`config.mk`:
```
export PLATFORM = sky130hd
export DESIGN_NAME = imem_loader
export DESIGN_NICKNAME = d
export VERILOG_FILES = /design/src/rtl/imem_loader.sv
export SDC_FILE = /design/constraint.sdc
export NUM_CORES = 1
export LEC_CHECK = 0
export ABC_AREA = 1
export BUFFER_PORTS_ARGS = -buffer_cell sky130_fd_sc_hd__buf_2
export CORE_MARGIN = 2
export CORE_UTILIZATION = 55
export CTS_BUF_LIST = sky130_fd_sc_hd__clkbuf_2 sky130_fd_sc_hd__clkbuf_4 sky130_fd_sc_hd__clkbuf_8
export DETAILED_ROUTE_END_ITERATION = 8
export PLACE_DENSITY = 0.76
export SYNTH_ARGS = -nofsm -noshare
export SYNTH_HDL_FRONTEND = slang
export SYNTH_SLANG_ARGS = --single-unit
```
`constraint.sdc`:
```
create_clock -name clk -period 5.1 [get_ports clk]
set_input_delay 0.51 -clock clk [delete_from_list [all_inputs] [get_ports clk]]
set_output_delay 0.51 -clock clk [all_outputs]
set_load 0.01 [all_outputs]
```
`src/rtl/imem_loader.sv`:
```
// imem_loader: receives a byte-stream program image (16-bit little-endian word
// count followed by little-endian 32-bit words) and writes it into instruction
// memory from address 0. The processor is held in reset until a load succeeds.
module imem_loader #(
  parameter int ADDR_WIDTH = 6
) (
  input  logic                  clk,
  input  logic                  reset,
  input  logic                  start,
  input  logic [7:0]            rx_data,
  input  logic                  rx_valid,
  output logic                  rx_ready,
  output logic                  imem_we,
  output logic [ADDR_WIDTH-1:0] imem_addr,
  output logic [31:0]           imem_wdata,
  output logic                  cpu_reset,
  output logic                  busy,
  output logic                  done,
  output logic                  error
);

  localparam int          DEPTH    = 2 ** ADDR_WIDTH;
  localparam logic [16:0] DEPTH_17 = 17'(DEPTH);

  typedef enum logic [2:0] {
    S_IDLE,
    S_HDR_LO,
    S_HDR_HI,
    S_COLLECT,
    S_WRITE,
    S_DONE,
    S_ERR
  } state_t;

  state_t                state_q, state_d;
  logic [15:0]           count_q, count_d;
  logic [ADDR_WIDTH-1:0] idx_q, idx_d;
  logic [1:0]            byte_cnt_q, byte_cnt_d;
  logic [23:0]           word_q, word_d;

  logic                  rx_ready_q, rx_ready_d;
  logic                  imem_we_q, imem_we_d;
  logic [ADDR_WIDTH-1:0] imem_addr_q, imem_addr_d;
  logic [31:0]           imem_wdata_q, imem_wdata_d;
  logic                  cpu_reset_q, cpu_reset_d;
  logic                  busy_q, busy_d;
  logic                  done_q, done_d;
  logic                  error_q, error_d;

  logic                  accept;
  logic [15:0]           hdr_full;
  logic [15:0]           idx_ext;

  // A byte moves only when the registered ready and the sender's valid coincide.
  assign accept   = rx_valid & rx_ready_q;
  assign hdr_full = {rx_data, count_q[7:0]};
  assign idx_ext  = 16'(idx_q);

  // Next-state and next-output logic; outputs are derived from the next state
  // so that every output is a flop aligned with the state it belongs to.
  always_comb begin
    state_d      = state_q;
    count_d      = count_q;
    idx_d        = idx_q;
    byte_cnt_d   = byte_cnt_q;
    word_d       = word_q;
    imem_we_d    = 1'b0;
    imem_addr_d  = imem_addr_q;
    imem_wdata_d = imem_wdata_q;
    cpu_reset_d  = cpu_reset_q;
    error_d      = error_q;

    case (state_q)
      S_IDLE: begin
        if (start) begin
          state_d     = S_HDR_LO;
          error_d     = 1'b0;
          cpu_reset_d = 1'b1;
          idx_d       = '0;
          byte_cnt_d  = '0;
          count_d     = '0;
        end
      end
      S_HDR_LO: begin
        if (accept) begin
          count_d[7:0] = rx_data;
          state_d      = S_HDR_HI;
        end
      end
      S_HDR_HI: begin
        if (accept) begin
          count_d = hdr_full;
          if (hdr_full == 16'd0 || {1'b0, hdr_full} > DEPTH_17) begin
            state_d = S_ERR;
          end else begin
            state_d = S_COLLECT;
          end
        end
      end
      S_COLLECT: begin
        if (accept) begin
          byte_cnt_d = byte_cnt_q + 2'd1;
          case (byte_cnt_q)
            2'd0: word_d[7:0]   = rx_data;
            2'd1: word_d[15:8]  = rx_data;
            2'd2: word_d[23:16] = rx_data;
            default: begin
              state_d      = S_WRITE;
              imem_we_d    = 1'b1;
              imem_addr_d  = idx_q;
              imem_wdata_d = {rx_data, word_q};
            end
          endcase
        end
      end
      S_WRITE: begin
        // The index is compared before incrementing, so a full-depth load
        // finishes at DEPTH-1 without the index ever wrapping.
        if (idx_ext == count_q - 16'd1) begin
          state_d = S_DONE;
        end else begin
          idx_d   = idx_q + 1'b1;
          state_d = S_COLLECT;
        end
      end
      S_DONE:  state_d = S_IDLE;
      S_ERR:   state_d = S_IDLE;
      default: state_d = S_IDLE;
    endcase

    rx_ready_d = (state_d == S_HDR_LO) || (state_d == S_HDR_HI) || (state_d == S_COLLECT);
    busy_d     = (state_d != S_IDLE);
    done_d     = (state_d == S_DONE);
    if (state_d == S_DONE) begin
      cpu_reset_d = 1'b0;
    end
    if (state_d == S_ERR) begin
      error_d = 1'b1;
    end
  end

  // State and output registers; reset releases the bus and holds the CPU in reset.
  always_ff @(posedge clk or posedge reset) begin
    if (reset) begin
      state_q      <= S_IDLE;
      count_q      <= '0;
      idx_q        <= '0;
      byte_cnt_q   <= '0;
      word_q       <= '0;
      rx_ready_q   <= 1'b0;
      imem_we_q    <= 1'b0;
      imem_addr_q  <= '0;
      imem_wdata_q <= '0;
      cpu_reset_q  <= 1'b1;
      busy_q       <= 1'b0;
      done_q       <= 1'b0;
      error_q      <= 1'b0;
    end else begin
      state_q      <= state_d;
      count_q      <= count_d;
      idx_q        <= idx_d;
      byte_cnt_q   <= byte_cnt_d;
      word_q       <= word_d;
      rx_ready_q   <= rx_ready_d;
      imem_we_q    <= imem_we_d;
      imem_addr_q  <= imem_addr_d;
      imem_wdata_q <= imem_wdata_d;
      cpu_reset_q  <= cpu_reset_d;
      busy_q       <= busy_d;
      done_q       <= done_d;
      error_q      <= error_d;
    end
  end

  assign rx_ready   = rx_ready_q;
  assign imem_we    = imem_we_q;
  assign imem_addr  = imem_addr_q;
  assign imem_wdata = imem_wdata_q;
  assign cpu_reset  = cpu_reset_q;
  assign busy       = busy_q;
  assign done       = done_q;
  assign error      = error_q;

endmodule

```
==> impl_metrics.json, run 1 <==
{
  "dpl-instance-area_um2": 4810,
  "grt_overflow_total": 0,
  "num_vias": 3751,
  "via_per_inst": 5.26,
  "drt-wirelength-per-cell_um": 14.4,
  "diodes": 0,
  "clockPowerShare_pct": 15.6,
  "drt_wl_total_um": 10300,
  "grt_pass1_vias": 3606,
  "min_path_type": "primary input to asynchronous set/reset pin",
  "drt-initial-drc-count": 173,
  "yosysTopAreaCell": "dfrtp_1",
  "synth_area_leaders": "dfrtp_1 53%, nand2_1 16%, o21ai_0 5.8%",
  "cts_num_sinks": 95,
  "p_switching_uw": 1430,
  "timing.rr.start": "byte_cnt_q[0]$_DFFE_PP0P_",
  "wl_met1_um": 4590,
  "clock_skew_ns": 0.0130,
  "crit_chain": "ha_1 > inv_1 > nor2_1 > nand2_1 > buf_4 > clkinv_1 > nor2_1 > nand2_2 > inv_2 > nand2_1 > inv_1",
  "critical_path.endpoint": "rx_ready$_DFF_PP0_",
  "cellLeakagePower_uw": 0.00272,
  "hold_buffers": 0,
  "cts-root-buf": "clkbuf_8",
  "rows": 32,
  "finalCoreUtilization_pct": 64.3,
  "setup_viol": 0,
  "pwr-share-seq_pct": 35.4,
  "wl_met3_um": 473,
  "arrival_ns": 2.95,
  "clock.fmax_ghz": 0.379,
  "route.met2.wl_um": 4990,
  "clk_path_buf_depth": 2,
  "ys_ff_latch": 95,
  "ant_nets": 0,
  "grt_start_max_net_pins": 68,
  "cp-startpoint": "byte_cnt_q[0]$_DFFE_PP0P_",
  "status": "finished clean",
  "critPathTopFamily": "buffers and inverters",
  "power_density_nw_per_um2": 613,
  "final_area_um2": 5000,
  "mostFrequentLayoutCells": "194 x nand2_1, 94 x dfrtp_1, 55 x buf_2",
  "cts-resized-gates": 0,
  "path_buf_inv": 5,
  "r2r_end": "rx_ready$_DFF_PP0_",
  "grt_use_total_pct": 25.1,
  "r2r_slack_ns": 2.46,
  "final_nets": 624,
  "dp_hpwl_um": 7440,
  "clk_latency_ns": 0.37,
  "place.gp.congestion": 0.915,
  "synth_nets": 568,
  "die_h_um": 93.8,
  "post_cts.repair.setup_buffers": 0,
  "antenna_found_initial": 0,
  "slew_viol_final": 0,
  "post-route-period-util_pct": 51.8,
  "cp.depth": 11,
  "crit_type": "register to register",
  "max_stage_delay_ns": 0.70,
  "die_area_um2": 8800,
  "io_buffers": 55,
  "ys_types": 30,
  "finalHoldViolations": 0,
  "end_kind": "register",
  "required_ns": 5.41,
  "tritoncts": "built",
  "cts_buffers": 9,
  "fin_setup_tns_ns": 0,
  "startpoint_type": "register",
  "cell_internal_pwr_uw": 1630,
  "path_clk_slew_ns": 0.10,
  "syn_area_um2": 4440,
  "fin_crit_ns": 2.64,
  "h-tree-depth": 3,
  "crit_slowest_cell": "clkinv_1",
  "maxCapViolations": 0,
  "synth_warnings": 0,
  "first_pass_iters": 5,
  "peakVddDrop_v": 0.000371,
  "worst-path-max-fanout": 53,
  "pin_count": 56,
  "syn_inst": 550,
  "initial_core_util_pct": 57.1,
  "r2r_cells": 11,
  "die_x_um": 93.8,
  "switching_share_pct": 46.8,
  "seq_area_frac_synth_pct": 53.6,
  "core_area_um2": 7770,
  "top_layer": "met4",
  "combPwrFrac_pct": 49.1,
  "layout_commonest_cell": "nand2_1",
  "slew_headroom_pct": 25.6,
  "drc": 0,
  "rsz0062_at_grt": "no",
  "synth_top_area_share_pct": 53.0,
  "grt_pass1_wl_um": 17100,
  "syn_area_per_cell_um2": 8.07,
  "worst_pin_slew_ns": 1.11,
  "area_delta_synth_final_pct": 12.6,
  "drive_gt1_share_pct": 17.0
}
[layer usage]
metal  global-route usage, %  vias to the layer above
met5                       0                        -
met4                    9.78                        0
met3                    4.33                       23
met2                    40.6                      110
met1                    33.9                     1760
li1                        -                     1858
[registers in the layout, indices dropped and copies added, names as in the netlist]
register    cells
state_q         3
imem_addr       6
idx_q           6
imem_wdata     32
byte_cnt_q      2
cpu_reset       1
word_q         24
count_q        16
imem_we         1
busy            1
error           1
rx_ready        1
done            1
[cell families (layout without fill, tap and decap cells)]
kind of cell | Yosys count | count (layout) | synth area share [%]
buffers and inverters | 72 | 133 | 6.15
adder cells (fa/ha/maj) | 6 | 6 | 1.69
AND/OR/NAND/NOR | 303 | 303 | 29.4
AO/OA/AOI/OAI | 70 | 70 | 8.35
XOR/XNOR | 4 | 4 | 0.790
flip-flops | 95 | 95 | 53.6
[cells in the mapped netlist (all sizes together)]
cell type and instances:
a21oi 2, and3 1, buf 2, clkbuf 10
clkinv 1, dfrtp 94, dfstp 1, ha 6
inv 59, nand2 202, nand3 40, nand3b 1
nand4 3, nor2 48, nor3 6, nor3b 1
nor4 1, o2111a 1, o21ai 59, o22ai 8
xor2 4
[through the flow]
stage	total power (uW)	cells	worst slack, ns	hold WS, ns
floorplan	2230	550	2.11	0.442
global placement	2520	697	2.46	0.454
detailed placement	2570	697	2.37	0.458
CTS	3060	713	2.48	0.416
global route	3340	713	2.16	0.452
finish	3060	713	2.46	0.381
[power groups by stage]
stage | clock network, uW | registers, uW | logic [uW]
4_1_cts | 490 | 1080 | 1490
3_5_place_dp | 0 | 1090 | 1480
5_1_grt | 521 | 1100 | 1710
2_1_floorplan | 0 | 1070 | 1170
3_3_place_gp | 0 | 1080 | 1430
6_report | 476 | 1080 | 1500
[cell type report]
cell class | count | area (um2)
clock buffer | 10 | 138
clock inverter | 6 | 51.3
fill | 715 | 2770
inverter | 60 | 226
multi-input combinational | 383 | 1790
sequential | 95 | 2380
tap | 102 | 128
timing repair buffer | 57 | 290
[worst min-delay path by stage]
stage / from / endpoint / slack [ns] / cells past startpoint
2_1_floorplan: word_q[0]$_DFFE_PP0P_ / imem_wdata[0]$_DFFE_PP0P_ / 0.44 / 2
3_3_place_gp: word_q[23]$_DFFE_PP0P_ / imem_wdata[23]$_DFFE_PP0P_ / 0.45 / 2
3_5_place_dp: word_q[23]$_DFFE_PP0P_ / imem_wdata[23]$_DFFE_PP0P_ / 0.46 / 2
4_1_cts: reset / imem_addr[3]$_DFFE_PP0P_ / 0.42 / 2
5_1_grt: rx_data[5] / count_q[13]$_DFFE_PP0P_ / 0.45 / 3
6_report: reset / imem_wdata[11]$_DFFE_PP0P_ / 0.38 / 2
No activity file was read; power rests on OpenSTA's default activity.
==> run 2: changes to the inputs <==
clock period = 2.7 ns   (was 5.1 ns; I/O delays follow)
==> impl_metrics.json, run 2 (synthesized netlist as in run 1, its figures left out) <==
{
  "die_h_um": 93.8,
  "post-route-period-util_pct": 74.5,
  "first_pass_iters": 5,
  "finalCoreUtilization_pct": 65.0,
  "tritoncts": "built",
  "arrival_ns": 2.27,
  "clock.fmax_ghz": 0.497,
  "cts-root-buf": "clkbuf_8",
  "slew_headroom_pct": 64.1,
  "rows": 32,
  "die_x_um": 93.8,
  "initial_core_util_pct": 57.1,
  "drt_wl_total_um": 10400,
  "power_density_nw_per_um2": 1160,
  "grt_start_max_net_pins": 54,
  "area_delta_synth_final_pct": 13.9,
  "maxCapViolations": 0,
  "post_cts.repair.setup_buffers": 0,
  "largest_register_ffs": 32,
  "die_area_um2": 8800,
  "grt_use_total_pct": 25.7,
  "r2r_slack_ns": 0.69,
  "cp-startpoint": "count_q[0]$_DFFE_PP0P_",
  "clk_latency_ns": 0.37,
  "r2r_end": "idx_q[2]$_DFFE_PP0P_",
  "clockPowerShare_pct": 16.0,
  "required_ns": 2.96,
  "critical_path.endpoint": "idx_q[2]$_DFFE_PP0P_",
  "io_buffers": 55,
  "setup_viol": 0,
  "worst_pin_slew_ns": 0.538,
  "finalHoldViolations": 0,
  "place.gp.congestion": 0.909,
  "pwr-share-seq_pct": 35.1,
  "fin_crit_ns": 2.01,
  "grt_pass1_vias": 3497,
  "drc": 0,
  "timing.rr.start": "count_q[0]$_DFFE_PP0P_",
  "path_clk_slew_ns": 0.10,
  "cts-resized-gates": 0,
  "cell_internal_pwr_uw": 3080,
  "drt-wirelength-per-cell_um": 14.5,
  "slew_viol_final": 0,
  "layout_commonest_cell": "nand2_1",
  "via_per_inst": 5.20,
  "crit_type": "register to register",
  "fin_setup_tns_ns": 0,
  "diodes": 0,
  "drt-initial-drc-count": 302,
  "total_power_uw": 5840,
  "final_nets": 628,
  "min_path_type": "primary input to register",
  "h-tree-depth": 3,
  "rsz0062_at_grt": "no",
  "worstHoldStart": "rx_data[3]",
  "core_area_um2": 7770,
  "final_area_um2": 5050,
  "mostFrequentLayoutCells": "194 x nand2_1, 94 x dfrtp_1, 55 x buf_2",
  "status": "finished clean",
  "clock_skew_ns": 0.0112,
  "peakVddDrop_v": 0.000603,
  "grt_pass1_wl_um": 17500,
  "dpl-instance-area_um2": 4850,
  "startpoint_type": "register",
  "num_vias": 3730,
  "r2r_cells": 13,
  "cts_buffers": 9,
  "clk_path_buf_depth": 2,
  "dp_hpwl_um": 7450,
  "pin_count": 56,
  "grt_overflow_total": 0,
  "p_switching_uw": 2760,
  "worst-path-max-fanout": 10,
  "hold_buffers": 1,
  "cts_num_sinks": 95,
  "ant_nets": 0,
  "cellLeakagePower_uw": 0.00273,
  "combPwrFrac_pct": 48.8,
  "antenna_found_initial": 0,
  "switching_share_pct": 47.3,
  "drive_gt1_share_pct": 17.4,
  "end_kind": "register"
}
==> run 2: critical path: stages (launching register included) <==
cell,delay (ns)
dfrtp_1,0.42
inv_2,0.11
ha_1,0.23
nand2_2,0.12
o21ai_1,0.13
nand2_1,0.14
nor2_1,0.14
nand2_1,0.08
nor2_2,0.12
nand3_2,0.09
nand2_4,0.09
nand2_4,0.09
nand2_1,0.08
o21ai_1,0.06
==> run 2: routing by layer <==
layer	routed length [um]	GRT usage (%)
met5	0	0
met3	372	3.37
met4	109	7.61
met2	5080	42.3
met1	4830	35.8
==> run 2: layout make-up <==
class	count	area, um2
clock buffers	9	124
inverters	60	229
clock inverters	7	72.6
well taps	102	128
repair buffers	61	335
flip-flops and latches	95	2380
fillers	721	2720
multi-input cells	383	1790
==> run 2: worst min path at each step <==
stage                                       endpoint  slack (ns)  cells past startpoint
after floorplan              count_q[10]$_DFFE_PP0P_        0.42                      2
after global routing         count_q[13]$_DFFE_PP0P_        0.18                      3
after CTS                    count_q[10]$_DFFE_PP0P_        0.16                      3
after global placement    imem_wdata[11]$_DFFE_PP0P_        0.34                      2
after detailed placement  imem_wdata[11]$_DFFE_PP0P_        0.35                      2
final                        count_q[11]$_DFFE_PP0P_        0.17                      3
==> run 2: power by group through the flow <==
| stage | Combinational, uW | Sequential [uW] | Clock (uW) |
|---|---|---|---|
| after floorplan | 2210 | 2010 | 0 |
| after global placement | 2760 | 2060 | 0 |
| after detailed placement | 2810 | 2060 | 0 |
| after CTS | 2840 | 2040 | 958 |
| after global routing | 3300 | 2090 | 1020 |
| final | 2850 | 2050 | 936 |
==> run 2: metrics by stage <==
step / hold slack, ns / std cells / setup WS [ns]
global placement: 0.344 / 700 / 0.702
global route: 0.176 / 717 / 0.441
finish: 0.173 / 717 / 0.690
detailed placement: 0.346 / 700 / 0.712
CTS: 0.164 / 717 / 0.688
floorplan: 0.417 / 550 / 0.958
